## src/rtl/kbd_scan_ctrl.sv

```systemverilog
// kbd_scan_ctrl: PS/2 scan-code sequencer for the game keys (Up, Down, W, S).
// Decodes E0/F0 prefixes with a small FSM, keeps a held-key bitmap and queues
// press/release events in a FIFO drained by a valid/ready handshake.
// Optional feature macro: KBD_REPEAT_FILTER_EN (suppresses typematic repeats
// and breaks of keys that are not held; key_state is unaffected either way).
module kbd_scan_ctrl #(
  parameter int FIFO_DEPTH     = 4,
  parameter int TIMEOUT_CYCLES = 100000
) (
  input  logic       clk,
  input  logic       rst,
  input  logic       byte_valid,
  input  logic [7:0] byte_data,
  output logic [3:0] key_state,
  output logic       evt_valid,
  input  logic       evt_ready,
  output logic [1:0] evt_key,
  output logic       evt_press,
  output logic       evt_overflow,
  output logic       err_timeout
);

  localparam int PTR_W = $clog2(FIFO_DEPTH);
  localparam int CNT_W = $clog2(TIMEOUT_CYCLES + 1);

  localparam logic [1:0] ST_IDLE    = 2'd0;
  localparam logic [1:0] ST_EXT     = 2'd1;
  localparam logic [1:0] ST_BRK     = 2'd2;
  localparam logic [1:0] ST_EXT_BRK = 2'd3;

  localparam logic [7:0] CODE_EXT = 8'hE0;
  localparam logic [7:0] CODE_BRK = 8'hF0;
  localparam logic [7:0] CODE_UP  = 8'h75;
  localparam logic [7:0] CODE_DN  = 8'h72;
  localparam logic [7:0] CODE_W   = 8'h1D;
  localparam logic [7:0] CODE_S   = 8'h1B;

  logic [1:0]       state;
  logic [1:0]       state_nxt;
  logic [CNT_W-1:0] tmo_cnt;
  logic             expire;

  logic             dec_hit;
  logic [1:0]       dec_key;
  logic             dec_press;
  logic             push;

  logic [2:0]       mem [FIFO_DEPTH];
  logic [PTR_W-1:0] wr_ptr;
  logic [PTR_W-1:0] rd_ptr;
  logic [PTR_W:0]   count;
  logic             full;
  logic             pop;
  logic             push_ok;
  logic [2:0]       head;

  // Decode the incoming byte against the current prefix state.
  always_comb begin
    state_nxt = state;
    dec_hit   = 1'b0;
    dec_key   = 2'd0;
    dec_press = 1'b0;
    if (byte_valid) begin
      case (state)
        ST_IDLE: begin
          if (byte_data == CODE_EXT) begin
            state_nxt = ST_EXT;
          end else if (byte_data == CODE_BRK) begin
            state_nxt = ST_BRK;
          end else if (byte_data == CODE_W) begin
            dec_hit = 1'b1; dec_key = 2'd2; dec_press = 1'b1;
          end else if (byte_data == CODE_S) begin
            dec_hit = 1'b1; dec_key = 2'd3; dec_press = 1'b1;
          end
        end
        ST_EXT: begin
          state_nxt = ST_IDLE;
          if (byte_data == CODE_BRK) begin
            state_nxt = ST_EXT_BRK;
          end else if (byte_data == CODE_EXT) begin
            state_nxt = ST_EXT;
          end else if (byte_data == CODE_UP) begin
            dec_hit = 1'b1; dec_key = 2'd0; dec_press = 1'b1;
          end else if (byte_data == CODE_DN) begin
            dec_hit = 1'b1; dec_key = 2'd1; dec_press = 1'b1;
          end
        end
        ST_BRK: begin
          state_nxt = ST_IDLE;
          if (byte_data == CODE_W) begin
            dec_hit = 1'b1; dec_key = 2'd2;
          end else if (byte_data == CODE_S) begin
            dec_hit = 1'b1; dec_key = 2'd3;
          end
        end
        default: begin
          state_nxt = ST_IDLE;
          if (byte_data == CODE_UP) begin
            dec_hit = 1'b1; dec_key = 2'd0;
          end else if (byte_data == CODE_DN) begin
            dec_hit = 1'b1; dec_key = 2'd1;
          end
        end
      endcase
    end
  end

  // A byte arriving in the expiry cycle takes priority over the timeout.
  assign expire = !byte_valid && (state != ST_IDLE) &&
                  (tmo_cnt == CNT_W'(TIMEOUT_CYCLES - 1));

`ifdef KBD_REPEAT_FILTER_EN
  assign push = dec_hit && (key_state[dec_key] != dec_press);
`else
  assign push = dec_hit;
`endif

  // Prefix FSM, inter-byte timeout counter and timeout pulse.
  always_ff @(posedge clk or posedge rst) begin
    if (rst) begin
      state       <= ST_IDLE;
      tmo_cnt     <= '0;
      err_timeout <= 1'b0;
    end else begin
      err_timeout <= 1'b0;
      if (byte_valid) begin
        state   <= state_nxt;
        tmo_cnt <= '0;
      end else if (state == ST_IDLE) begin
        tmo_cnt <= '0;
      end else if (expire) begin
        state       <= ST_IDLE;
        tmo_cnt     <= '0;
        err_timeout <= 1'b1;
      end else begin
        tmo_cnt <= tmo_cnt + CNT_W'(1);
      end
    end
  end

  // Held-key bitmap; updated on every make/break even when the event is dropped.
  always_ff @(posedge clk or posedge rst) begin
    if (rst) begin
      key_state <= 4'b0000;
    end else if (dec_hit) begin
      key_state[dec_key] <= dec_press;
    end
  end

  assign full    = (count == (PTR_W + 1)'(FIFO_DEPTH));
  assign pop     = evt_valid && evt_ready;
  assign push_ok = push && (!full || pop);

  // Event storage; contents need no reset since count gates visibility.
  always_ff @(posedge clk) begin
    if (push_ok) begin
      mem[wr_ptr] <= {dec_key, dec_press};
    end
  end

  // FIFO pointers, occupancy and sticky overflow flag.
  always_ff @(posedge clk or posedge rst) begin
    if (rst) begin
      wr_ptr       <= '0;
      rd_ptr       <= '0;
      count        <= '0;
      evt_overflow <= 1'b0;
    end else begin
      if (push_ok) begin
        wr_ptr <= wr_ptr + PTR_W'(1);
      end
      if (pop) begin
        rd_ptr <= rd_ptr + PTR_W'(1);
      end
      if (push_ok && !pop) begin
        count <= count + (PTR_W + 1)'(1);
      end else if (pop && !push_ok) begin
        count <= count - (PTR_W + 1)'(1);
      end
      if (push && !push_ok) begin
        evt_overflow <= 1'b1;
      end
    end
  end

  assign head      = mem[rd_ptr];
  assign evt_valid = (count != '0);
  assign evt_key   = evt_valid ? head[2:1] : 2'd0;
  assign evt_press = evt_valid ? head[0] : 1'b0;

endmodule

```

## config.mk

```make
export PLATFORM = sky130hd
export DESIGN_NAME = kbd_scan_ctrl
export DESIGN_NICKNAME = d
export VERILOG_FILES = /design/src/rtl/kbd_scan_ctrl.sv
export SDC_FILE = /design/constraint.sdc
export NUM_CORES = 1
export LEC_CHECK = 0
export CAP_MARGIN = 20
export CORE_MARGIN = 5
export CORE_UTILIZATION = 50
export CTS_CLUSTER_DIAMETER = 60
export DETAILED_ROUTE_END_ITERATION = 10
export DONT_BUFFER_PORTS = 1
export GPL_TIMING_DRIVEN = 0
export PLACE_DENSITY_LB_ADDON = 0.25
export SYNTH_ARGS = -nofsm -noshare
export SYNTH_HDL_FRONTEND = slang
export SYNTH_SLANG_ARGS = --single-unit
```

## constraint.sdc

```tcl
create_clock -name clk -period 4.5 [get_ports clk]
set_input_delay 1.35 -clock clk [delete_from_list [all_inputs] [get_ports clk]]
set_output_delay 1.35 -clock clk [all_outputs]
set_load 0.03 [all_outputs]
```

==> results of run 1 <==
routing by layer:
| layer | GRT usage (%) | vias to the layer above | wire [um] |
|---|---|---|---|
| met1 | 16.60 | 704 | 1623 |
| met5 | 0 | - | 0 |
| met4 | 5.420 | 0 | 85 |
| met3 | 5.083 | 12 | 193 |
| li1 | - | 696 | - |
| met2 | 25.77 | 27 | 2106 |
synthesized netlist by cell type (4+ instances only):
| cell | number | area [um^2] |
|---|---|---|
| inv_1 | 9 | 33.78 |
| o31ai_1 | 4 | 30.03 |
| nand3_1 | 7 | 35.03 |
| nor3_1 | 4 | 20.02 |
| dfrtp_1 | 32 | 800.8 |
| nor2_1 | 19 | 71.32 |
| edfxtp_1 | 12 | 360.4 |
| nand2_1 | 7 | 26.28 |
| ha_1 | 6 | 75.07 |
| nand4_1 | 6 | 37.54 |
| and2_1 | 8 | 50.05 |
| xor2_1 | 9 | 78.83 |
| nor4b_1 | 4 | 35.03 |
| xnor2_1 | 11 | 96.34 |
area by class of cell:
| class | instances | area, um^2 |
|---|---|---|
| multi-input cells | 132 | 980.9 |
| fillers | 362 | 1893 |
| plain buffers | 5 | 21.27 |
| clock buffers | 5 | 68.82 |
| clock inverters | 3 | 42.54 |
| well taps | 52 | 65.06 |
| flip-flops and latches | 44 | 1161 |
| inverters | 9 | 33.78 |
| repair buffers | 1 | 27.53 |
placed cells by master, fill, tap and decap left out, types with 2 or more instances in the layout:
cell type   n
a21o_1      3
a21oi_1     3
and2_1      8
and4_1      3
buf_2       2
clkbuf_1    3
clkbuf_8    5
dfrtp_1    32
edfxtp_1   12
ha_1        6
inv_1       9
mux4_2      3
nand2_1     7
nand2b_1    2
nand3_1     7
nand3b_1    3
nand4_1     6
nand4b_1    2
nor2_1     19
nor3_1      4
nor4b_1     4
o21ai_0     3
o21ai_1     2
o21bai_1    2
o31ai_1     4
or3_1       2
or3b_1      3
xnor2_1    11
xor2_1      9
critical path: stages:
cell and delay (ns):
nor4b_1 0.46, nand3b_1 0.23, a211oi_4 0.41, ha_1 0.27
inv_1 0.06, fa_1 0.38, xor2_1 0.15, nor2_1 0.11
xor2_1 0.16
cells by family after synthesis:
logic type,after synthesis,synth area share [%]
flip-flops,44,52.85
XOR/XNOR,20,7.973
AO/OA/AOI/OAI,24,8.143
buffers and inverters,14,2.506
multiplexers,5,4.271
AND/OR/NAND/NOR,76,19.93
adder cells (fa/ha/maj),7,4.328
where the power goes:
group | internal, mW | total (mW) | leakage (nW) | switching, mW
registers | 0.437 | 0.466 | 0.530 | 0.0290
logic | 0.0856 | 0.205 | 0.342 | 0.120
clock network | 0.164 | 0.298 | 0.0541 | 0.134
total | 0.687 | 0.969 | 0.926 | 0.283
stage by stage:
step | std cells | setup WS, ns | hold WS [ns] | area, um^2
after floorplan | 190 | 1.072 | 0.4487 | 2197
after global placement | 242 | 0.9159 | 0.4657 | 2262
after detailed placement | 243 | 0.8304 | 0.4782 | 2290
after CTS | 251 | 1.139 | 0.4890 | 2401
after global routing | 251 | 0.9579 | 0.5042 | 2401
final | 251 | 1.133 | 0.4904 | 2401
flip-flops by register name, indices dropped and copies added, names as in the netlist:
register and count:
err_timeout 1, mem 12, rd_ptr 2, key_state 4
evt_overflow 1, count 3, wr_ptr 2, tmo_cnt 17
state 2
path summary, 6_finish.rpt:
| kind | startpoint | end | slack, ns |
|---|---|---|---|
| worst max-delay path | byte_data[5] | count[2] | 1.13 |
| worst max register to register | state[0] | count[2] | 1.78 |
| worst min-delay path | tmo_cnt[0] | tmo_cnt[0] | 0.49 |
| min in group asynchronous | rst | key_state[0] | 0.95 |
| max in group asynchronous | rst | tmo_cnt[14] | 3.07 |
| worst min register to register | tmo_cnt[0] | tmo_cnt[0] | 0.49 |
==> reports/results.tsv, run 1 <==
stage	metric	value	unit
logic_synthesis	total of warnings raised by yosys	0	
logic_synthesis	FF+latch count, synth	44	
floorplan	num ports	22	
grt	first-pass GRT wire length	7.120	mm
timing	total negative slack	0	ns
status	status	complete, no violations	
grt	pin count of the biggest net entering global routing	24	
clock_network	postcts setup bufs	0	
logic_synthesis	fraction of registers with async set or reset after synthesis	72.73	%
timing	Final Hold Viols	0	
drt	routed wire length	4.008	mm
grt	GRT Total Usage	14.79	%
clock_network	CTS Buf Count	5	
final_layout	Area growth syn-to-layout	9.282	%
timing	Slew Limit Fails	0	
final_layout	nets	217	
timing	f_max	297.0	MHz
power_and_ir_drop	Pwr Density	403.7	nW/um^2
drt	# DRC	0	
clock_network	hold_buf cts	0	
drt	TritonRoute pass-1 iters	4	
timing	worst-margin pin slew	0.7603	ns
logic_synthesis	Seq/Total Area, Yosys	52.85	%
logic_synthesis	Post-synth EDFFs	12	
clock_network	CTS tree	built	
grt	vias in the first global route	1592	
timing	final setup skew	0.008740	ns
logic_synthesis	synth unique cells	44	
timing	slew margin rel.	48.60	%
setup_path	Worst Reg-to-Reg Cells	9	
setup_path	crit path kind	input port to flip-flop	
floorplan	full die area	5820	um^2
setup_path	Critical Path RT	4.72	ns
timing	period utilization	74.83	%
grt	initial antenna violation count	0	
placement	I/O Buffers	0	
setup_path	type of origin of the critical path	input port	
setup_path	CP arrival	3.59	ns
flow_run	max cap viols	0	
final_layout	Antenna Cells	0	
clock_network	CTS root buffer	clkbuf_8	
clock_network	CTS max path bufs	2	
logic_synthesis	Synth Instances	190	
setup_path	critical path fanouts, max	7	
final_layout	share of cells above drive strength 1	8.543	%
hold_path	min-delay worst type	flip-flop to flip-flop	
drt	First DRT Iteration DRCs	57	
power_and_ir_drop	LEAKAGE	0.9258	nW
setup_path	crit end category	flip-flop	
floorplan	Die W	76.29	um
clock_network	worst-skew pair later-pin latency	0.29	ns
timing	Setup Viol. Count Final	0	
floorplan	Die Span Y	76.29	um
logic_synthesis	Most used DFF post-synth	dfrtp_1	
drt	DRT antenna net count	0	
logic_synthesis	Synth Net Count	209	
placement	dpl hpwl	3.112	mm
clock_network	Reg clk slew, reported paths	0.09	ns
timing	Tmin final	3.367	ns
logic_synthesis	Mapped Area	2197	um^2
clock_network	Num Clock Sinks	44	
floorplan	Core ar.	4294	um^2
final_layout	final core utilization	55.91	%
grt	gr ovfl total	0	
power_and_ir_drop	Power, Total	0.9693	mW
timing	RSZ-0062 raised after global routing	no	
clock_network	H-tree depth	2	
hold_path	cell count of the worst hold path	1	
placement	GPL Wtd Cong	0.8353	
drt	WL per Instance	15.97	um
clock_network	cells resized by post-CTS repair	0	
floorplan	Initial Util	51.17	%
floorplan	cell row count	24	
drt	vias	1439	
logic_synthesis	Synth Area per Inst	11.56	um^2
drt	Vias/cell	5.733	
power_and_ir_drop	maximum vdd drop	182.5	uV
(Power assumes the default switching activity.)
==> inputs of run 2 (changes only) <==
clock period = 3.2 ns   (was 4.5 ns; I/O delays follow)
==> results of run 2 <==
The final DEF is identical to that of run 1. Status: complete, no violations.
Main changes from that run: setup slack after placement 0.8304 ns -> -0.07963 ns; setup slack after layout 1.133 ns -> 0.2227 ns; register-to-register setup slack 1.78 ns -> 0.48 ns; total power 0.9693 mW -> 1.363 mW; worst IR drop on VDD 182.5 uV -> 256.7 uV
